==> config.mk <==
export PLATFORM = sky130hd
export DESIGN_NAME = note_step_sequencer
export DESIGN_NICKNAME = d
export VERILOG_FILES = /design/src/rtl/note_seq_pkg.sv /design/src/rtl/seq_pattern_ram.sv /design/src/rtl/note_step_sequencer.sv
export SDC_FILE = /design/constraint.sdc
export NUM_CORES = 1
export LEC_CHECK = 0
export ABC_AREA = 1
export CELL_PAD_IN_SITES_DETAIL_PLACEMENT = 0
export CELL_PAD_IN_SITES_GLOBAL_PLACEMENT = 1
export CORE_MARGIN = 4
export CORE_UTILIZATION = 47
export DETAILED_ROUTE_END_ITERATION = 12
export GPL_TIMING_DRIVEN = 0
export PLACE_DENSITY = 0.89
export SLEW_MARGIN = 10
export SYNTH_ARGS = -nofsm -noshare
export SYNTH_HDL_FRONTEND = slang
export SYNTH_HIERARCHICAL = 1
export SYNTH_SLANG_ARGS = --single-unit
==> constraint.sdc <==
create_clock -name clk -period 2.91 [get_ports clk]
set_input_delay 0.4365 -clock clk [delete_from_list [all_inputs] [get_ports clk]]
set_output_delay 0.4365 -clock clk [all_outputs]
set_load 0.01 [all_outputs]
==> src/rtl/note_seq_pkg.sv <==
// Shared types and defaults for the note step sequencer.
package note_seq_pkg;

   localparam int unsigned NOTE_W_DEF = 7;
   localparam int unsigned DUR_W_DEF  = 4;

   typedef enum logic [1:0] {
      IDLE  = 2'd0,
      FETCH = 2'd1,
      NOTE  = 2'd2,
      GAP   = 2'd3
   } state_t;

   typedef struct packed {
      logic [DUR_W_DEF-1:0]  dur;
      logic [NOTE_W_DEF-1:0] note;
   } entry_t;

   // A zero duration terminates the pattern.
   localparam logic [DUR_W_DEF-1:0] END_MARKER = '0;

endpackage

==> src/rtl/seq_pattern_ram.sv <==
// Pattern storage: register array cleared on reset, synchronous write,
// combinational read (a same-cycle write is seen only on the next cycle).
module seq_pattern_ram #(
   parameter  int unsigned DEPTH = 32,
   parameter  int unsigned W     = 11,
   localparam int unsigned AW    = $clog2(DEPTH)
) (
   input  logic          clk,
   input  logic          rst_n,
   input  logic          wr_en,
   input  logic [AW-1:0] wr_addr,
   input  logic [W-1:0]  wr_data,
   input  logic [AW-1:0] rd_addr,
   output logic [W-1:0]  rd_data
);

   logic [W-1:0] mem [DEPTH];

   always_ff @(posedge clk or negedge rst_n) begin
      if (!rst_n) begin
         mem <= '{default: '0};
      end else if (wr_en) begin
         mem[wr_addr] <= wr_data;
      end
   end

   assign rd_data = mem[rd_addr];

endmodule

==> src/rtl/note_step_sequencer.sv <==
// Steps through a pattern of {duration, note} entries on tempo ticks,
// producing a gated note, a new-note strobe and busy/done status.
module note_step_sequencer
   import note_seq_pkg::*;
#(
   parameter  int unsigned DEPTH     = 32,
   parameter  int unsigned NOTE_W    = NOTE_W_DEF,
   parameter  int unsigned DUR_W     = DUR_W_DEF,
   parameter  int unsigned GAP_TICKS = 1,
   localparam int unsigned AW        = $clog2(DEPTH)
) (
   input  logic                   clk,
   input  logic                   rst_n,
   input  logic                   tick,
   input  logic                   start,
   input  logic                   stop,
   input  logic                   loop,
   input  logic                   wr_en,
   input  logic [AW-1:0]          wr_addr,
   input  logic [DUR_W+NOTE_W-1:0] wr_data,
   output logic [NOTE_W-1:0]      note,
   output logic                   gate,
   output logic                   note_stb,
   output logic [AW-1:0]          step,
   output logic                   busy,
   output logic                   done
);

   logic [DUR_W+NOTE_W-1:0] rd_data;
   logic [DUR_W-1:0]        rd_dur;
   logic [NOTE_W-1:0]       rd_note;

   state_t              state_q, state_d;
   logic [AW-1:0]       step_q, step_d;
   logic [NOTE_W-1:0]   note_q, note_d;
   logic                gate_q, gate_d;
   logic                stb_q, stb_d;
   logic                busy_q, busy_d;
   logic                done_q, done_d;
   logic [DUR_W-1:0]    dur_cnt_q, dur_cnt_d;
   logic [DUR_W-1:0]    gap_cnt_q, gap_cnt_d;
   logic                advance;

   seq_pattern_ram #(
      .DEPTH (DEPTH),
      .W     (DUR_W + NOTE_W)
   ) u_ram (
      .clk     (clk),
      .rst_n   (rst_n),
      .wr_en   (wr_en),
      .wr_addr (wr_addr),
      .wr_data (wr_data),
      .rd_addr (step_q),
      .rd_data (rd_data)
   );

   assign rd_dur  = rd_data[NOTE_W +: DUR_W];
   assign rd_note = rd_data[NOTE_W-1:0];

   // State and all registered outputs.
   always_ff @(posedge clk or negedge rst_n) begin
      if (!rst_n) begin
         state_q   <= IDLE;
         step_q    <= '0;
         note_q    <= '0;
         gate_q    <= 1'b0;
         stb_q     <= 1'b0;
         busy_q    <= 1'b0;
         done_q    <= 1'b0;
         dur_cnt_q <= '0;
         gap_cnt_q <= '0;
      end else begin
         state_q   <= state_d;
         step_q    <= step_d;
         note_q    <= note_d;
         gate_q    <= gate_d;
         stb_q     <= stb_d;
         busy_q    <= busy_d;
         done_q    <= done_d;
         dur_cnt_q <= dur_cnt_d;
         gap_cnt_q <= gap_cnt_d;
      end
   end

   // Next-state and next-output logic; stop overrides everything.
   always_comb begin
      state_d   = state_q;
      step_d    = step_q;
      note_d    = note_q;
      gate_d    = gate_q;
      stb_d     = 1'b0;
      done_d    = 1'b0;
      dur_cnt_d = dur_cnt_q;
      gap_cnt_d = gap_cnt_q;
      advance   = 1'b0;

      if (stop) begin
         state_d = IDLE;
         gate_d  = 1'b0;
      end else begin
         case (state_q)
            IDLE: begin
               if (start) begin
                  step_d  = '0;
                  state_d = FETCH;
               end
            end
            FETCH: begin
               if (rd_dur == DUR_W'(END_MARKER)) begin
                  if (loop && (step_q != '0)) begin
                     step_d = '0;
                  end else begin
                     state_d = IDLE;
                     done_d  = 1'b1;
                  end
               end else begin
                  note_d    = rd_note;
                  dur_cnt_d = rd_dur;
                  gate_d    = 1'b1;
                  stb_d     = 1'b1;
                  state_d   = NOTE;
               end
            end
            NOTE: begin
               if (tick) begin
                  dur_cnt_d = dur_cnt_q - DUR_W'(1);
                  if (dur_cnt_q == DUR_W'(1)) begin
                     gate_d = 1'b0;
                     if (GAP_TICKS > 0) begin
                        gap_cnt_d = DUR_W'(GAP_TICKS);
                        state_d   = GAP;
                     end else begin
                        advance = 1'b1;
                     end
                  end
               end
            end
            GAP: begin
               if (tick) begin
                  gap_cnt_d = gap_cnt_q - DUR_W'(1);
                  if (gap_cnt_q == DUR_W'(1)) begin
                     advance = 1'b1;
                  end
               end
            end
            default: state_d = IDLE;
         endcase
      end

      // Running off the last entry counts as reaching the end marker.
      if (advance) begin
         if (step_q == AW'(DEPTH - 1)) begin
            if (loop) begin
               step_d  = '0;
               state_d = FETCH;
            end else begin
               state_d = IDLE;
               done_d  = 1'b1;
            end
         end else begin
            step_d  = step_q + AW'(1);
            state_d = FETCH;
         end
      end

      busy_d = (state_d != IDLE);
   end

   assign note     = note_q;
   assign gate     = gate_q;
   assign note_stb = stb_q;
   assign step     = step_q;
   assign busy     = busy_q;
   assign done     = done_q;

endmodule

==> Yosys cells after proc, flatten, opt, wreduce, memory -nomap -nowiden <==
Index checks and enable logic that the tools add are counted.
{ "classes": {"bitwise": 4, "n_eq_ne": 13, "n_lt_le_gt_ge": 3, "muxes": 50, "n_reduce_logical": 13, "add_sub_neg": 3} }
{ "op_table": {"columns": ["op", "n"], "rows": [
  ["$bwmux W352", 1],
  ["$bmux W11 S5", 1],
  ["$demux W11 S5", 1],
  ["$mux W5", 7],
  ["$mux W11", 3],
  ["$mux W4", 5],
  ["$mux W1", 19],
  ["$mux W2", 8],
  ["$pmux W4 S2", 2],
  ["$ge A6 B6 Y1 const B", 2],
  ["$not A5 Y6", 2],
  ["$pmux W5 S2", 1],
  ["$ne A3 B3 Y1 const B", 3],
  ["$eq A4 B1 Y1 const B", 2],
  ["$ne A2 B2 Y1 const B", 4],
  ["$reduce_and A4 Y1", 2],
  ["$sub A4 B1 Y4 const B", 2],
  ["$lt A6 B1 Y1 const B", 1],
  ["$pmux W2 S3", 1],
  ["$reduce_bool A2 Y1", 3],
  ["$add A5 B1 Y5 const B", 1],
  ["$eq A5 B5 Y1 const B", 1],
  ["$reduce_and A5 Y1", 1],
  ["$reduce_bool A5 Y1", 1],
  ["other kinds (9)", 12]
]} }
{ "totals": {"in_bits": 23, "ff_bits": 378, "wordCells": 127, "out_inout_bits": 16} }

==> Depth between registers and ports, before layout <==
Gate-level depths: netlist of run 1.
{ "logic_depth": {"depth_word": 11, "ltp_mapped": 19, "depth_no_buf": 16} }

==> Modules after synthesis <==
Netlist of run 1, hierarchy kept.
{ "modules_own_cells": {"columns": ["mod", "instances", "area_each_um2", "seq_area_each_um2", "cells_per_inst"], "rows": [
  ["seq_pattern_ram", 1, 16121.7, 8808.4, 2052],
  ["note_step_sequencer", 1, 1465.2, 650.6, 184]
]} }

==> Worst setup path before layout of run 1 <==
No wires, ideal clock.
{ "synth_timing": {"path_type": "flip-flop to flip-flop", "startpoint": "register step_q[1] (netlist: step[1])", "endpoint": "register dur_cnt_q[1]", "synth_period_minus_slack_ps": 2223, "arrival_time_ps": 2097, "n_path_buf": 3, "setup_time_ps": 127, "path_slack_ps": 687, "required_ps": 2783, "stages_incl_launch_ff": 17, "path_cell_list": "dfrtp_1 > buf_2 > buf_2 > buf_1 > nand3_1 > nand3_1 > nand2_1 > nand2_1 > nand2_1 > nand2_1 > nand2_1 > inv_1 > nand4_1 > nand2_4 > nand2_4 > o211ai_1 > o21ai_1"} }
{ "synth_via": {"elab_chain_len": 7, "elab_cells_between_ends": 9, "cone_classes": "eq/ne: 1; mux: 5; bitwise: 1; reduce/logical: 2"} }
{ "synth_rtl": {"columns": ["item", "line", "rtl"], "rows": [
  ["start: declaration", "note_step_sequencer.sv:34", "logic [AW-1:0] step_q, step_d;"],
  ["start signal: assignment", "note_step_sequencer.sv:74", "step_q <= step_d;"],
  ["$not A5 Y6 (implied by the code)", "seq_pattern_ram.sv:27", "assign rd_data = mem[rd_addr];"],
  ["$bmux W11 S5", "seq_pattern_ram.sv:27", null],
  ["$mux W11 (implied by the code) (2 in series)", "seq_pattern_ram.sv:27", null],
  ["via rd_data[7]", "note_step_sequencer.sv:29", "logic [DUR_W+NOTE_W-1:0] rd_data;"],
  ["$logic_not A4 Y1", "note_step_sequencer.sv:109", "if (rd_dur == DUR_W'(END_MARKER)) begin"],
  ["$ne A2 B2 Y1 (no source line)", null, null],
  ["$reduce_and A4 Y1 (no source line)", null, null],
  ["end signal: assignment", "note_step_sequencer.sv:80", "dur_cnt_q <= dur_cnt_d;"],
  ["end: declaration", "note_step_sequencer.sv:40", "logic [DUR_W-1:0] dur_cnt_q, dur_cnt_d;"]
]} }
The timed path passes the listed nets, and every way through them passes these cells. The select of a mux whose other input is x is not followed.
A chain may end at the register's enable or synchronous reset.

==> Final worst setup path of run 1 <==
{ "layout_timing": {"startpoint": "register step_q[0] (netlist: step[0])", "endpoint": "register note_q[4] (netlist: note[4])"} }
{ "layout_via": {"elab_chain_len": 7} }
{ "layout_rtl": {"columns": ["item", "line", "rtl"], "rows": [
  ["$not A5 Y6 (implied by the code)", "seq_pattern_ram.sv:27", null],
  ["$bmux W11 S5", "seq_pattern_ram.sv:27", null],
  ["$mux W11 (implied by the code) (2 in series)", "seq_pattern_ram.sv:27", null],
  ["via rd_data[8]", "note_step_sequencer.sv:29", null],
  ["$logic_not A4 Y1", "note_step_sequencer.sv:109", null],
  ["$not A1 Y1 (no source line)", null, null],
  ["$reduce_and A3 Y1 (no source line)", null, null],
  ["end signal: assignment", "note_step_sequencer.sv:75", "note_q <= note_d;"],
  ["end: declaration", "note_step_sequencer.sv:35", "logic [NOTE_W-1:0] note_q, note_d;"]
]} }
The timed path passes the listed nets, and every way through them passes these cells. The select of a mux whose other input is x is not followed.

==> results of run 1 <==
cells by family after synthesis:
family | count (synthesis)
and+or+nand+nor | 1261
DFF | 378
AOI/OAI and AO/OA | 370
buffers and inverters | 218
adders and majority gates | 7
xor gates and xnor gates | 2
timing repair:
| action | 4_1_cts | 5_1_grt |
|---|---|---|
| endpoints found under the setup margin | 22 | 22 |
| hold buffers | 1 | 0 |
| pin swaps | 0 | 1 |
| buffers inserted | 0 | 4 |
| hold endpoints to repair | 102 | 0 |
| resized for setup | 29 | 59 |
how the worst max path moves through the flow:
| stage | end | cells after the start | from | slack [ns] |
|---|---|---|---|---|
| 6_report | note[4] | 18 | step[0] | 0.13 |
| 3_3_place_gp | u_ram/mem[26] | 1 | rst_n | -14.98 |
| 5_1_grt | note[2] | 18 | step[0] | -0.002 |
| 3_5_place_dp | note[4] | 17 | step[0] | -0.35 |
| 2_1_floorplan | dur_cnt_q[1] | 16 | step[1] | 0.69 |
| 4_1_cts | note[4] | 17 | step[0] | 0.002 |
sequential cells by signal, summed over array words and instances, names as in the netlist:
name / cells
u_ram/mem: 352
note: 7
step: 5
dur_cnt_q: 4
gap_cnt_q: 4
state_q: 2
busy: 1
done: 1
gate: 1
note_stb: 1
area by class of cell:
type	count	area [um^2]	area share, %
clock buffers	60	1230	6.09
repair buffers	46	508	2.52
well taps	468	586	2.90
flip-flops and latches	378	9460	46.9
clock inverters	12	139	0.688
plain buffers	171	842	4.17
multi-input cells	1640	7240	35.9
inverters	47	184	0.911
Yosys cell counts, types with 7 or more instances:
| master | n | area share, % |
|---|---|---|
| nand3_1 | 281 | 8.0 |
| nand2_1 | 913 | 19 |
| inv_1 | 32 | 0.68 |
| buf_2 | 51 | 1.5 |
| inv_2 | 11 | 0.23 |
| nor2_1 | 35 | 0.75 |
| dfrtp_1 | 378 | 54 |
| o21ai_1 | 23 | 0.65 |
| buf_1 | 11 | 0.23 |
| ha_1 | 7 | 0.50 |
| a21oi_1 | 25 | 0.71 |
| o21ai_0 | 318 | 9.0 |
| clkbuf_1 | 105 | 2.2 |
routing by layer:
layer  up-vias  GRT usage [%]  share of wire, %
met5         -              0             0.045
met4         4           12.2               4.1
met3       138           5.79               8.4
li1       7450              -                 -
met1      7875           41.0                42
met2       708           45.7                46
where the power goes:
group / leakage (nW) / internal [mW] / total, mW / switching, mW
registers: 4.88 / 6.26 / 6.86 / 0.591
logic: 4.02 / 0.837 / 2.21 / 1.37
clock network: 0.682 / 3.19 / 5.31 / 2.13
metrics by stage:
step / TNS [ns] / hold WS [ns] / setup slack (ns) / cell area (um^2)
6_report: 0 / 0.476 / 0.135 / 20200
5_1_grt: -0.00310 / 0.496 / -0.00240 / 20200
4_1_cts: 0 / 0.481 / 0.00182 / 20100
3_5_place_dp: -6.39 / 0.466 / -0.353 / 18600
3_3_place_gp: -5649.31 / 0.458 / -14.98 / 18600
2_1_floorplan: 0 / 0.141 / 0.687 / 17600
worst min-delay path: stages (launching register included):
cell and delay, ns:
dfrtp_1 0.34, nand2_1 0.06, nand2_1 0.05
==> reports/summary.txt, run 1 <==
Iter 0 DRT Violations -> 1946
via count -> 16200
synthesis warning total -> 6
via count of the first global-routing pass -> 15500
core box area -> 0.0368 mm^2
final setup vio count -> 0
main combinational cell family by area after synthesis -> simple AND/OR/NAND/NOR gates
crit-path max cell delay -> 0.45 ns
maxcap violations -> 0
FMAX -> 360 MHz
CP Data Required Time -> 3.36 ns
initial antenna violation count -> 1
Arr. time, crit path -> 3.22 ns
library cells used by synthesis -> 33
worst-skew pair later-pin latency -> 0.57 ns
Final Critical Period -> 2.78 ns
Gate Count Post-Synth -> 2236
Ports -> 39
Hold Path Sink -> gate
Pleak -> 9.59 nW
fin crit share -> 95.4%
Post-Syn Nets -> 2266
Post-Synth Simple-Gate Area -> 30.0%
CTS tree -> yes
placer congestion estimate -> 0.979
Reg2Reg Setup Slack -> 0.13 ns
CTS max path bufs -> 3
crit-path cells -> buf_8 > clkinvlp_4 > buf_4 > clkbuf_4 > nand2_1 > nand3_1 > nand3_1 > nand2_1 > nand2_1 > nand2_1 > nand2_1 > nand2_1 > inv_1 > nand4_1 > nand2_4 > buf_4 > nand2_1 > nand2_1
Rows -> 70
Die Y -> 201 um
Fillers -> 3467
Synth Area in Compound Gates -> 10.6%
Worst Hold Launch -> gate
FF-to-FF End -> note[4]
Routed Antenna Nets -> 0
Crit path top cell by count -> nand2_1
I/O Buffers -> 38
Pwr Total -> 14.4 mW
Async S/R FF share, synth -> 100%
sequential share of the synthesized area -> 53.8%
clock skew -> 0.00958 ns
Post-Synth XOR/XNOR Area -> 0.0996%
commonest non-fill, non-tap cell in the layout -> nand2_1
global-route wire length before repair -> 92700 um
Slew Viols, Final -> 0
Rel. slew slack -> 15.1%
Setup crit start kind -> register
DRT Pass-1 Iters -> 7
Post-Layout Cell Count -> 2822
mapped cell area -> 0.0176 mm^2
Initial Utilization -> 47.8%
r2r worst-path depth -> 18
largest net degree at the start of global routing -> 105
Min-Delay Path Class -> reg -> reg
CTS HTree Levels -> 2
Area Growth Syn to Fin -> 14.8%
Die ar. -> 0.0406 mm^2
CTS clk-pin slew, worst paths -> 0.06 ns
FF-to-FF Start -> step[0]
via/cell ratio -> 5.73
Placed Cells -> 2745
crit path capture type -> register
Min-Delay Path Depth -> 2
DRC -> 0
Worst path slowest cell -> dfrtp_2
final hold violations -> 0
Worst VDD drop -> 0.438 mV
CP delay by family, top -> simple AND/OR/NAND/NOR gates
hpwl dp -> 41800 um
Synth Area in Adders -> 0.498%
commonest cells after routing, fill and taps aside -> 912 x nand2_1, 377 x dfrtp_1, 318 x o21ai_0
root buf cell -> clkbuf_16
ratio of cells with drive above 1 in the final layout -> 8.33%
Ant. Diodes -> 0
crit path kind -> reg -> reg
routed len/inst -> 21.2 um
run status -> complete, no violations
Die Span X -> 201 um
clock sink count -> 378
total CTS buffers -> 41
CP max FO -> 10
Slew @ Worst Pin -> 1.27 ns
drt total wl -> 59900 um
nets -> 2355
Layout Utilization -> 54.9%
GRT overflow -> 0
multiplexer share of the synthesized area -> 0%
Pwr Density -> 712 mW/mm^2
Crit path buffers/inverters -> 6
Post-synth EDFFs -> 0
top_reg_cell synth -> dfrtp_1
gr usage total -> 29.5%
syn avg cell area -> 7.87 um^2
#FFs+latches synth -> 378
(Power assumes the default switching activity.)
==> run 2, diff against run 1 <==
--- a/config.mk
+++ b/config.mk
@@ -6,10 +6,10 @@
 export NUM_CORES = 1
 export LEC_CHECK = 0
 export ABC_AREA = 1
-export CELL_PAD_IN_SITES_DETAIL_PLACEMENT = 0
-export CELL_PAD_IN_SITES_GLOBAL_PLACEMENT = 1
+export CELL_PAD_IN_SITES_DETAIL_PLACEMENT = 1
+export CELL_PAD_IN_SITES_GLOBAL_PLACEMENT = 2
 export CORE_MARGIN = 4
-export CORE_UTILIZATION = 47
+export CORE_UTILIZATION = 38
 export DETAILED_ROUTE_END_ITERATION = 12
 export GPL_TIMING_DRIVEN = 0
 export PLACE_DENSITY = 0.89
==> run 2 against run 1 <==
Sequential power is essentially flat. Critical path depth decreased by 1. Power increased by 4.8%. Largest cell class unchanged. Highest routed layer unchanged.
==> reports/summary.txt, run 2 (synthesis results as in run 1) <==
Fillers -> 5548
CTS clk-pin slew, worst paths -> 0.06 ns
largest net degree at the start of global routing -> 112
Slew @ Worst Pin -> 1.42 ns
Pwr Density -> 731 mW/mm^2
Worst path slowest cell -> dfrtp_2
r2r worst-path depth -> 17
Iter 0 DRT Violations -> 1610
Logic pwr share -> 15.4%
CP delay by family, top -> simple AND/OR/NAND/NOR gates
Pleak -> 9.71 nW
FMAX -> 360 MHz
Rel. slew slack -> 4.51%
nets -> 2359
clock sink count -> 378
Initial Utilization -> 38.6%
Routed Antenna Nets -> 0
CP Data Required Time -> 3.38 ns
number of flip-flops in the largest register -> 352
Min-Delay Path Class -> in -> async
register with the most flip-flops -> u_ram/mem
Arr. time, crit path -> 3.24 ns
Area Growth Syn to Fin -> 17.2%
WP depth -> 17
commonest cells after routing, fill and taps aside -> 910 x nand2_1, 377 x dfrtp_1, 318 x o21ai_0
Layout Utilization -> 45.2%
switching share of power -> 28.9%
Ports -> 39
Crit path top cell by count -> nand2_1
Int Power -> 10.7 mW
clock skew -> 0.0136 ns
CTS max path bufs -> 3
CTS HTree Levels -> 2
Setup crit start kind -> register
DRC -> 0
GRT overflow -> 0
Slew Viols, Final -> 0
worst-skew pair later-pin latency -> 0.58 ns
ratio of cells with drive above 1 in the final layout -> 8.92%
routed len/inst -> 23.0 um
initial antenna violation count -> 2
placer congestion estimate -> 0.918
crit-path cells -> buf_12 > clkbuf_4 > buf_4 > nand2_1 > nand3_1 > nand3_2 > nand2_1 > nand2_1 > nand2_1 > nand2_1 > nand2_1 > inv_1 > nand4_1 > o21ai_1 > nand2_2 > nand3_1 > nand2_1
Clk pwr share -> 39.0%
Rows -> 78
crit path kind -> reg -> reg
Sequential Power Share -> 45.6%
final setup TNS -> 0 ns
Die Span X -> 223 um
maxcap violations -> 0
total CTS buffers -> 45
crit path capture type -> register
hpwl dp -> 48000 um
Final Critical Period -> 2.77 ns
via/cell ratio -> 5.52
run status -> complete, no violations
CTS tree -> yes
Crit path buffers/inverters -> 4
Worst VDD drop -> 0.479 mV
commonest non-fill, non-tap cell in the layout -> nand2_1
Switch Pwr -> 4.36 mW
RSZ-0062 raised after global routing -> true
fin crit share -> 95.4%
via count of the first global-routing pass -> 16900
final setup vio count -> 0
core box area -> 0.0456 mm^2
Ant. Diodes -> 0
final hold violations -> 0
FF-to-FF Start -> step[0]
crit-path max cell delay -> 0.46 ns
Die Y -> 223 um
gr usage total -> 27.3%
I/O Buffers -> 38
drt total wl -> 68100 um
DRT Pass-1 Iters -> 5
global-route wire length before repair -> 104000 um
root buf cell -> clkbuf_16
via count -> 16400
Die ar. -> 0.0498 mm^2
CP max FO -> 10
Critical Path Source -> step[0]
[run 2: power by group through the flow]
stage	Combinational, mW	Sequential [mW]	Clock, mW
floorplan	1.39	6.76	0
global placement	2.15	6.91	0
detailed placement	2.29	6.93	0
CTS	2.31	6.85	6.00
global route	2.63	6.98	6.24
finish	2.32	6.87	5.88
[run 2: what timing repair did]
action / CTS / global route
resized for setup: 52 / 58
hold endpoints to repair: 30 / 0
setup endpoints to repair: 22 / 21
hold buffers: 1 / 0
setup buffers: 0 / 4
pin swaps: 0 / 3
cloned: 0 / 0
[run 2: layer usage]
metal  track usage (%)  vias up  routed length, um
met3              4.28      136               3730
li1                  -     7443                  -
met2              44.3      464              31900
met5                 0        -                 13
met1              37.1     8319              29800
met4              10.1        2               2670
[run 2: per-stage QoR]
step,setup slack (ns),hold slack [ns],cells,area (um^2),power [mW]
global placement,-15.38,0.458,2874,18700,9.06
finish,0.135,0.333,2965,20600,15.1
floorplan,0.687,0.141,2236,17600,8.16
detailed placement,-0.495,0.336,2878,18800,9.22
CTS,0.0147,0.312,2962,20500,15.2
global route,-0.0165,0.351,2965,20600,15.8
[run 2: area by class of cell]
class | count | area [um^2] | share of cell area, %
tap | 600 | 751 | 3.64
timing repair buffer | 47 | 536 | 2.60
clock buffer | 69 | 1370 | 6.64
inverter | 47 | 183 | 0.886
multi-input combinational | 1640 | 7260 | 35.2
clock inverter | 14 | 183 | 0.886
sequential | 378 | 9460 | 45.9
buffer | 170 | 882 | 4.28
[run 2: final timing paths]
kind	to	slack, ns
min in group clk	u_ram/mem[205]	0.48
max in group asynchronous	step[0]	1.48
min reg2reg	u_ram/mem[205]	0.48
max	step[0]	0.14
max reg2reg	step[0]	0.14
min	u_ram/mem[266]	0.33
